[src/rtl/ddr_wr_ctrl.sv]
// ddr_wr_ctrl: grants one of four write-buffer ports and splits its request into AXI write bursts.
// Optional macro DDR_WR_TIMEOUT_EN adds a 10-bit stall watchdog that drives wr_timeout_err.
module ddr_wr_ctrl #(
    parameter int ADDR_WIDTH = 27,
    parameter int LEN_WIDTH  = 16,
    parameter int DQ_WIDTH   = 32,
    parameter int MAX_BURST  = 16
) (
    input  logic                    ddr_clk,
    input  logic                    ddr_rst,
    input  logic                    ddr_wreq_en_1,
    input  logic                    ddr_wreq_en_2,
    input  logic                    ddr_wreq_en_3,
    input  logic                    ddr_wreq_en_4,
    input  logic                    ddr_wreq,
    input  logic [ADDR_WIDTH-1:0]   ddr_waddr,
    input  logic [LEN_WIDTH-1:0]    ddr_wr_len,
    input  logic [8*DQ_WIDTH-1:0]   ddr_wdata,
    output logic                    wr_opera_en_1,
    output logic                    wr_opera_en_2,
    output logic                    wr_opera_en_3,
    output logic                    ddr_wrdy,
    output logic                    ddr_wdone,
    output logic                    ddr_wdata_req1,
    output logic                    ddr_wdata_req2,
    output logic                    ddr_wdata_req3,
    output logic                    ddr_wdata_req4,
    output logic [ADDR_WIDTH-1:0]   axi_awaddr,
    output logic [7:0]              axi_awlen,
    output logic                    axi_awvalid,
    input  logic                    axi_awready,
    output logic [8*DQ_WIDTH-1:0]   axi_wdata,
    output logic [DQ_WIDTH-1:0]     axi_wstrb,
    output logic                    axi_wlast,
    output logic                    axi_wvalid,
    input  logic                    axi_wready,
    input  logic                    axi_bvalid,
    output logic                    axi_bready,
    output logic                    wr_timeout_err
);
    // IDLE wait enable | GRANT wait wreq | ACCEPT size burst | AW address | W data | B response | DONE pulse wdone
    typedef enum logic [2:0] {S_IDLE, S_GRANT, S_ACCEPT, S_AW, S_W, S_B, S_DONE} state_t;
    localparam int BW = 9;

    state_t                  state_q, state_d;
    logic [3:0]              gnt_q, gnt_d;
    logic [1:0]              gnt_wait_q, gnt_wait_d;
    logic [ADDR_WIDTH-1:0]   addr_q, addr_d;
    logic [LEN_WIDTH-1:0]    remaining_q, remaining_d;
    logic [BW-1:0]           burst_q, burst_d;
    logic [BW-1:0]           beats_q, beats_d;
    logic                    awvalid_q, awvalid_d;
    logic [7:0]              awlen_q, awlen_d;
    logic                    wvalid_q, wvalid_d;
    logic                    wlast_q, wlast_d;
    logic                    wrdy_q, wrdy_d;
    logic                    wdone_q, wdone_d;
    logic                    aw_hs, w_hs;
    logic [LEN_WIDTH-1:0]    rem_after;
    logic [BW-1:0]           n_accept, n_next;

    function automatic logic [BW-1:0] burst_of(input logic [LEN_WIDTH-1:0] rem);
        if (rem > LEN_WIDTH'(MAX_BURST)) return BW'(MAX_BURST);
        return BW'(rem);
    endfunction

`ifdef DDR_WR_TIMEOUT_EN
    logic [9:0] wdog_q, wdog_d;
    logic       err_q, err_d;
    assign wr_timeout_err = err_q;
`else
    assign wr_timeout_err = 1'b0;
`endif

    assign aw_hs     = awvalid_q & axi_awready;
    assign w_hs      = wvalid_q & axi_wready;
    assign rem_after = remaining_q - LEN_WIDTH'(burst_q);
    assign n_accept  = burst_of(remaining_q);
    assign n_next    = burst_of(rem_after);

    always_comb begin
        state_d     = state_q;
        gnt_d       = gnt_q;
        gnt_wait_d  = gnt_wait_q;
        addr_d      = addr_q;
        remaining_d = remaining_q;
        burst_d     = burst_q;
        beats_d     = beats_q;
        awvalid_d   = awvalid_q;
        awlen_d     = awlen_q;
        wvalid_d    = wvalid_q;
        wlast_d     = wlast_q;
        wrdy_d      = 1'b0;
        wdone_d     = 1'b0;
        case (state_q)
            S_IDLE: begin
                if (ddr_wreq_en_1 | ddr_wreq_en_2 | ddr_wreq_en_3 | ddr_wreq_en_4) begin
                    state_d    = S_GRANT;
                    gnt_wait_d = 2'd3;
                    if (ddr_wreq_en_4)      gnt_d = 4'b1000;
                    else if (ddr_wreq_en_1) gnt_d = 4'b0001;
                    else if (ddr_wreq_en_2) gnt_d = 4'b0010;
                    else                    gnt_d = 4'b0100;
                end
            end
            S_GRANT: begin
                if (ddr_wreq) begin
                    addr_d      = ddr_waddr;
                    remaining_d = ddr_wr_len;
                    wrdy_d      = 1'b1;
                    state_d     = S_ACCEPT;
                end else if (gnt_wait_q == 2'd0) begin
                    gnt_d   = 4'b0000;
                    state_d = S_IDLE;
                end else begin
                    gnt_wait_d = gnt_wait_q - 2'd1;
                end
            end
            S_ACCEPT: begin
                if (remaining_q == '0) begin
                    state_d = S_DONE;
                end else begin
                    burst_d   = n_accept;
                    awlen_d   = 8'(n_accept - BW'(1));
                    awvalid_d = 1'b1;
                    state_d   = S_AW;
                end
            end
            S_AW: begin
                if (aw_hs) begin
                    awvalid_d = 1'b0;
                    wvalid_d  = 1'b1;
                    wlast_d   = (burst_q == BW'(1));
                    beats_d   = burst_q;
                    state_d   = S_W;
                end
            end
            S_W: begin
                if (w_hs) begin
                    if (beats_q == BW'(1)) begin
                        wvalid_d = 1'b0;
                        wlast_d  = 1'b0;
                        state_d  = S_B;
                    end else begin
                        beats_d = beats_q - BW'(1);
                        wlast_d = (beats_q == BW'(2));
                    end
                end
            end
            S_B: begin
                if (axi_bvalid) begin
                    // address advances 8 words per beat and wraps silently
                    addr_d      = addr_q + ADDR_WIDTH'({burst_q, 3'b000});
                    remaining_d = rem_after;
                    if (rem_after != '0) begin
                        burst_d   = n_next;
                        awlen_d   = 8'(n_next - BW'(1));
                        awvalid_d = 1'b1;
                        state_d   = S_AW;
                    end else begin
                        state_d = S_DONE;
                    end
                end
            end
            S_DONE: begin
                wdone_d = 1'b1;
                gnt_d   = 4'b0000;
                state_d = S_IDLE;
            end
            default: state_d = S_IDLE;
        endcase
`ifdef DDR_WR_TIMEOUT_EN
        wdog_d = 10'h3FF;
        err_d  = err_q;
        if ((state_q == S_AW && !aw_hs) || (state_q == S_W && !w_hs) || (state_q == S_B && !axi_bvalid)) begin
            if (wdog_q == 10'd1) begin
                err_d     = 1'b1;
                wdone_d   = 1'b1;
                gnt_d     = 4'b0000;
                awvalid_d = 1'b0;
                wvalid_d  = 1'b0;
                wlast_d   = 1'b0;
                state_d   = S_IDLE;
            end else begin
                wdog_d = wdog_q - 10'd1;
            end
        end
`endif
    end

    always_ff @(posedge ddr_clk) begin
        if (ddr_rst) begin
            state_q     <= S_IDLE;
            gnt_q       <= '0;
            gnt_wait_q  <= '0;
            addr_q      <= '0;
            remaining_q <= '0;
            burst_q     <= '0;
            beats_q     <= '0;
            awvalid_q   <= 1'b0;
            awlen_q     <= '0;
            wvalid_q    <= 1'b0;
            wlast_q     <= 1'b0;
            wrdy_q      <= 1'b0;
            wdone_q     <= 1'b0;
`ifdef DDR_WR_TIMEOUT_EN
            wdog_q      <= '0;
            err_q       <= 1'b0;
`endif
        end else begin
            state_q     <= state_d;
            gnt_q       <= gnt_d;
            gnt_wait_q  <= gnt_wait_d;
            addr_q      <= addr_d;
            remaining_q <= remaining_d;
            burst_q     <= burst_d;
            beats_q     <= beats_d;
            awvalid_q   <= awvalid_d;
            awlen_q     <= awlen_d;
            wvalid_q    <= wvalid_d;
            wlast_q     <= wlast_d;
            wrdy_q      <= wrdy_d;
            wdone_q     <= wdone_d;
`ifdef DDR_WR_TIMEOUT_EN
            wdog_q      <= wdog_d;
            err_q       <= err_d;
`endif
        end
    end

    assign wr_opera_en_1  = gnt_q[0];
    assign wr_opera_en_2  = gnt_q[1];
    assign wr_opera_en_3  = gnt_q[2];
    assign ddr_wrdy       = wrdy_q;
    assign ddr_wdone      = wdone_q;
    assign ddr_wdata_req1 = gnt_q[0] & w_hs;
    assign ddr_wdata_req2 = gnt_q[1] & w_hs;
    assign ddr_wdata_req3 = gnt_q[2] & w_hs;
    assign ddr_wdata_req4 = gnt_q[3] & w_hs;
    assign axi_awaddr     = addr_q;
    assign axi_awlen      = awlen_q;
    assign axi_awvalid    = awvalid_q;
    assign axi_wdata      = ddr_wdata;
    assign axi_wstrb      = '1;
    assign axi_wlast      = wlast_q;
    assign axi_wvalid     = wvalid_q;
    assign axi_bready     = 1'b1;
endmodule

[config.mk]
export PLATFORM = sky130hd
export DESIGN_NAME = ddr_wr_ctrl
export DESIGN_NICKNAME = d
export VERILOG_FILES = /design/src/rtl/ddr_wr_ctrl.sv
export SDC_FILE = /design/constraint.sdc
export NUM_CORES = 1
export LEC_CHECK = 0
export BUFFER_PORTS_ARGS = -buffer_cell sky130_fd_sc_hd__buf_4
export CORE_AREA = 2 2 250 252
export CTS_CLUSTER_SIZE = 10
export DETAILED_ROUTE_END_ITERATION = 8
export DIE_AREA = 0 0 252 254
export PLACE_DENSITY_LB_ADDON = 0.05
export SLEW_MARGIN = 20
export SYNTH_ARGS = -nofsm -noshare
export SYNTH_HDL_FRONTEND = slang
export SYNTH_SLANG_ARGS = --single-unit
[constraint.sdc]
create_clock -name ddr_clk -period 5.7 [get_ports ddr_clk]
set_input_delay 0.57 -clock ddr_clk [delete_from_list [all_inputs] [get_ports ddr_clk]]
set_output_delay 0.57 -clock ddr_clk [all_outputs]
set_load 0.02 [all_outputs]
# [Word level (Yosys, flattened, before mapping)]
# Cells that the tools add are included.
[totals] regBits=83 inputBits=309
[classes] add_sub_neg=6 n_reduce_logical=20 eq_ne=22 magnitude_cmp=2 n_mux=60 bitwise_logic=10
[op_table] cell="two-way mux 9 bit" n=10
[op_table] cell="two-way mux 27 bit" n=2
[op_table] cell="one-hot mux 27 bit (2 select lines)" n=1
[op_table] cell="one-hot mux 9 bit (2 select lines)" n=2
[op_table] cell="two-way mux 3 bit" n=11
[op_table] cell="> comparator 16 x 5 -> 1 bit, second input constant" n=2
[op_table] cell="two-way mux 16 bit" n=2
[op_table] cell="one-hot mux 16 bit (2 select lines)" n=1
[op_table] cell="adder 27 x 12 -> 27 bit" n=1
[op_table] cell="two-way mux 8 bit" n=3
[op_table] cell="inequality test 2 bit, second input constant" n=12
[op_table] cell="AND reduction 4 bit" n=5
[op_table] cell="equality test 9 x 1 -> 1 bit, second input constant" n=2
[op_table] cell="one-hot mux 3 bit (6 select lines)" n=1
[op_table] cell="zero test 16 bit" n=1
[op_table] cell="two-way mux 4 bit" n=4
[op_table] cell="one-hot mux 8 bit (2 select lines)" n=1
[op_table] cell="nonzero test 16 bit" n=1
[op_table] cell="subtractor 16 x 9 -> 16 bit" n=1
[op_table] cell="subtractor 8 x 1 -> 8 bit, second input constant" n=2
[op_table] cell="two-way mux 1 bit" n=14
[op_table] cell="one-hot mux 4 bit (3 select lines)" n=1
[op_table] cell="equality test 3 bit, second input constant" n=3
[op_table] cell="equality test 9 x 2 -> 1 bit, second input constant" n=1
[op_table] cell="other kinds (20)" n=36

# [Depth between registers and ports, before layout]
[depth] word_depth=8 depth_mapped=15

# [Worst setup path after synthesis]
# OpenSTA, ideal clock, no wires.
[synth_timing] path_kind="register to register" startpoint="reg remaining_q[0]" endpoint="reg awlen_q[4] (netlist: axi_awlen[4])" path_slack_ns=2.653 path_stages_with_launch=16 required_time_ns=5.578 arrival_ns=2.925 setup_ns=0.122 path_cell_list="dfxtp_1 > inv_1 > ha_1 > inv_1 > fa_1 > a21o_1 > a22oi_1 > mux2i_1 > a31oi_4 > and2_1 > nand3_1 > a2bb2oi_1 > ha_1 > o211a_1 > xor2_1 > a21oi_1"
[synth_between] elab_chain_len=8 elab_cells_between_ends=18
[synth_lines] element="start, declared" line_no="49" text="logic [LEN_WIDTH-1:0] remaining_q, remaining_d;"
[synth_lines] element="start signal, assigned" line_no="215" text="remaining_q <= remaining_d;"
[synth_lines] element="subtractor 16 x 9 -> 16 bit" line_no="77" text="assign rem_after = remaining_q - LEN_WIDTH'(burst_q);"
[synth_lines] element="> comparator 16 x 5 -> 1 bit" line_no="63" text="if (rem > LEN_WIDTH'(MAX_BURST)) return BW'(MAX_BURST);"
[synth_lines] element="two-way mux 1 bit" line_no="63"
[synth_lines] element="two-way mux 9 bit" line_no="64" text="return BW'(rem);"
[synth_lines] element="subtractor 8 x 1 -> 8 bit" line_no="157" text="awlen_d = 8'(n_next - BW'(1));"
[synth_lines] element="two-way mux 8 bit" line_no="155" text="if (rem_after != '0) begin"
[synth_lines] element="two-way mux 8 bit" line_no="151" text="if (axi_bvalid) begin"
[synth_lines] element="one-hot mux 8 bit (2 select lines)" line_no="95" text="case (state_q)"
[synth_lines] element="end signal, assigned" line_no="219" text="awlen_q <= awlen_d;"
[synth_lines] element="end, declared" line_no="53" text="logic [7:0] awlen_q, awlen_d;"
# Several ways; a longest one is shown, not always the timed one. The select of a mux whose other input is x is not followed.
# A chain may end at the register's enable or synchronous reset.

# [Final worst setup path]
[layout_timing] startpoint="reg burst_q[0]" endpoint="reg awlen_q[4] (netlist: axi_awlen[4])"
[layout_between] elab_chain_len=8 elab_cells_between_ends=11
[layout_lines] element="start, declared" line_no="50" text="logic [BW-1:0] burst_q, burst_d;"
[layout_lines] element="start signal, assigned" line_no="216" text="burst_q <= burst_d;"
[layout_lines] element="subtractor 16 x 9 -> 16 bit (*)" line_no="77"
[layout_lines] element="> comparator 16 x 5 -> 1 bit" line_no="63"
[layout_lines] element="two-way mux 1 bit" line_no="63"
[layout_lines] element="two-way mux 9 bit" line_no="64"
[layout_lines] element="subtractor 8 x 1 -> 8 bit" line_no="157"
[layout_lines] element="two-way mux 8 bit" line_no="155"
[layout_lines] element="two-way mux 8 bit" line_no="151"
[layout_lines] element="one-hot mux 8 bit (2 select lines)" line_no="95"
# Mark *: on every way between the ends. The rest lies on a longest branch, timed or not. The select of a mux whose other input is x is not followed.

==> flow_summary.ini <==
[run_status]
status = complete, no violations

[setup_path]
crit_fanout = 5
crit_path_cell_trace = ha_1 -> inv_1 -> fa_1 -> a21o_1 -> a22oi_1 -> mux2i_1 -> a31oi_4 -> and2_1 -> nand3_1 -> a2bb2oi_1 -> ha_1 -> o211a_1 -> xor2_1 -> a21oi_1
crit_path_end_kind = flip-flop
crit_type = reg -> reg
cpPeakStageDelay_ns = 0.43
cp_data_arrival_time_ns = 3.84
worstPathRequired_ns = 5.96
cpMostUsedCell = ha_1
r2r_setup_slack_ns = 2.12
critical_path.slowest_cell = dfxtp_1
critPathLaunchType = flip-flop

[route]
routed_wl_um = 31300
drc_errors = 0
vias = 5870
via_per_inst = 3.66
avgRoutedWirePerCell_um = 19.5
dr.pass1.iters = 4
drt-initial-drc-count = 246
ant_nets = 0

[synthesis]
yosys_warnings = 0
synthFlopType = dfxtp_1
synth_top_area_share_pct = 28.8
synthTopCellsByArea = buf_4 (29%), dfxtp_1 (22%), nor2_1 (4.1%), ha_1 (3.8%), nand2_1 (3.7%)
synth_seq_cells = 83
synth.distinct_cells = 74
syn-cell-area_mm2 = 0.00755
netlist_instances = 989
synth-seq-area-share_pct = 22.0
synth_enable_flop_cells = 0
avgSynthCellArea_um2 = 7.63
synth-async-reset-ratio_pct = 0
yosysTopAreaCell = buf_4

[final_layout]
diodes = 0
drive_gt1_share_pct = 17.7
finalInstanceArea_mm2 = 0.00741
final_nets = 1143
syn_to_final_growth_pct = -1.82

[clocking]
clk_latency_ns = 0.38
htree_levels = 3
post-cts-setup-buffer-count = 0
tritoncts = built
ctsLongestPathBuffers = 2
clk_pin_slew_ns = 0.07
cts_made_buffers = 9
cts.sinks = 83
hold_buffers = 0
cts_resized = 0
root_buffer = clkbuf_16

[grt]
grt-ovfl-total = 0
grt_pass1_wl_um = 44700
track_usage_pct = 9.68
grt_pass1_vias = 6133
grt_max_degree = 59
antenna_found_initial = 1

[timing]
slew_headroom_pct = 33.8
worst_slew_pin_slew_ns = 0.993
clock_skew_ns = 0.00906
hold_ws_ns = 0.438
period_share_pct = 62.8
period_minus_slack_ns = 3.58
finalSetupViolCount = 0
hold_viol = 0
rsz0062_at_grt = false
max_freq_ghz = 0.279
setup-tns-final_ns = 0
drv_slew = 0

[placement]
portBuffers = 99
hpwl_um = 23900
gp_congestion = 0.730
placed_area_mm2 = 0.00712

[floorplanning]
initial_core_util_pct = 12.3
fp.dieW_um = 252
core_area_mm2 = 0.0613
die_h_um = 254
dieArea_mm2 = 0.0640
io_pins = 646
num_rows = 91

[hold_path]
hold_path_class = in -> reg

[power]
power_density_mw_per_mm2 = 472
ir_worst_vdd_mv = 0.126
power_leakage_uw = 0.00273

[job]
maxCapViolCount = 0
## registers in the layout (all words and copies together) (netlist names)
| signal | flops |
|---|---|
| beats_q | 9 |
| ddr_wdone | 1 |
| burst_q | 9 |
| state_q | 3 |
| axi_awaddr | 27 |
| ddr_wrdy | 1 |
| gnt_q | 4 |
| gnt_wait_q | 2 |
| axi_wlast | 1 |
| axi_awlen | 8 |
| axi_wvalid | 1 |
| remaining_q | 16 |
| axi_awvalid | 1 |
## synthesized netlist by cell type, types with 3 or more instances
library cell	instances
o31ai_1	9
buf_6	4
a21o_1	15
o2bb2ai_1	3
ha_1	23
or3_1	4
a41oi_1	4
o22ai_1	7
a2111oi_0	3
a31oi_1	7
a22oi_1	8
clkbuf_1	27
inv_1	31
nor2_1	82
a311oi_1	8
and2_1	3
a221oi_1	5
buf_1	5
or4_1	4
a211oi_1	26
a21oi_1	55
a2bb2oi_1	3
o211ai_1	5
nor4_1	10
o21ai_0	45
dfxtp_1	83
mux2i_1	4
nor3_1	22
xor2_1	6
nand2b_1	3
o32ai_1	3
nand2_1	75
o21a_1	7
nand3_1	17
xnor2_1	8
nand4_1	6
buf_4	290
nor2b_1	5
and3_1	13
buf_2	5
## critical path, delay by kind of cell, from the launching register on
family	cells	cell delay [ns]
compound gates	6	1.24
xor+xnor	1	0.16
mux	1	0.37
flops	1	0.43
simple gates	2	0.34
buf+inv	1	0.06
fa+ha+maj	3	0.86
## path summary, 6_finish.rpt
check	startpoint	end	cells after the start
worst max-delay path	burst_q[0]	axi_awlen[4]	14
worst min register to register	axi_awaddr[2]	axi_awaddr[2]	2
worst max register to register	burst_q[0]	axi_awlen[4]	14
worst min-delay path	ddr_waddr[1]	axi_awaddr[1]	3
## layout make-up
type | count | area [um2]
fillers | 7139 | 53800
multi-input cells | 576 | 3540
flip-flops and latches | 83 | 1660
well taps | 790 | 988
repair buffers | 108 | 811
clock buffers | 13 | 260
inverters | 31 | 116
clock inverters | 2 | 35.0
## cell usage in the layout, fill, tap and decap left out, types with 4 or more instances in the layout
master | synthesis | routed
nor3_1 | 22 | 22
a211oi_1 | 26 | 26
a22oi_1 | 8 | 8
a21oi_1 | 55 | 54
a31oi_1 | 7 | 7
a221oi_1 | 5 | 5
nand3_1 | 17 | 17
mux2i_1 | 4 | 4
a311oi_1 | 8 | 8
or4_1 | 4 | 4
buf_4 | 290 | 108
nor4_1 | 10 | 10
o21a_1 | 7 | 7
a21o_1 | 15 | 15
nor2b_1 | 5 | 5
or3_1 | 4 | 4
o31ai_1 | 9 | 9
xor2_1 | 6 | 6
o22ai_1 | 7 | 7
conb_1 | 2 | 34
xnor2_1 | 8 | 8
dfxtp_1 | 83 | 83
a41oi_1 | 4 | 4
inv_1 | 31 | 31
ha_1 | 23 | 23
o211ai_1 | 5 | 5
nand2_1 | 75 | 74
clkbuf_16 | 0 | 9
and3_1 | 13 | 13
o21ai_0 | 45 | 45
nand4_1 | 6 | 6
nor2_1 | 82 | 82
## metrics by stage
step                      setup slack (ns)  total power [uW]  cells  util, %
after detailed placement              2.11              2910   1588     11.6
after floorplan                       2.65              2460   1021        -
after global placement                2.17              2950   1588     11.6
after global routing                  1.82              3810   1603     12.1
final                                 2.12              3500   1603     12.1
after CTS                             2.07              3610   1603     12.1
## power breakdown
group | internal, uW | leakage, uW | total, uW | switching [uW]
sequential | 711 | 0.000676 | 873 | 162
clock | 362 | 0.000146 | 658 | 296
combinational | 702 | 0.00191 | 1970 | 1270
total | 1770 | 0.00273 | 3500 | 1720
## metal layers
layer | wire length (um) | up-vias | GRT usage (%)
li1 | - | 2760 | -
met1 | 13700 | 2740 | 11.8
met2 | 14300 | 288 | 15.2
met3 | 2160 | 78 | 3.17
met4 | 974 | 4 | 4.68
met5 | 69 | - | 0.772
## cells by family after synthesis
group                    count (synthesis)  synth area share [%]
other                                    2                0.0995
multiplexers                             6                 0.878
buffers and inverters                  362                  32.9
AO/OA/AOI/OAI                          236                  21.7
adder cells (fa/ha/maj)                 25                  4.34
XOR/XNOR                                14                  1.62
AND/OR/NAND/NOR                        261                  16.5
flip-flops                              83                  22.0
Note: power is estimated with default switching activity, not from simulation.
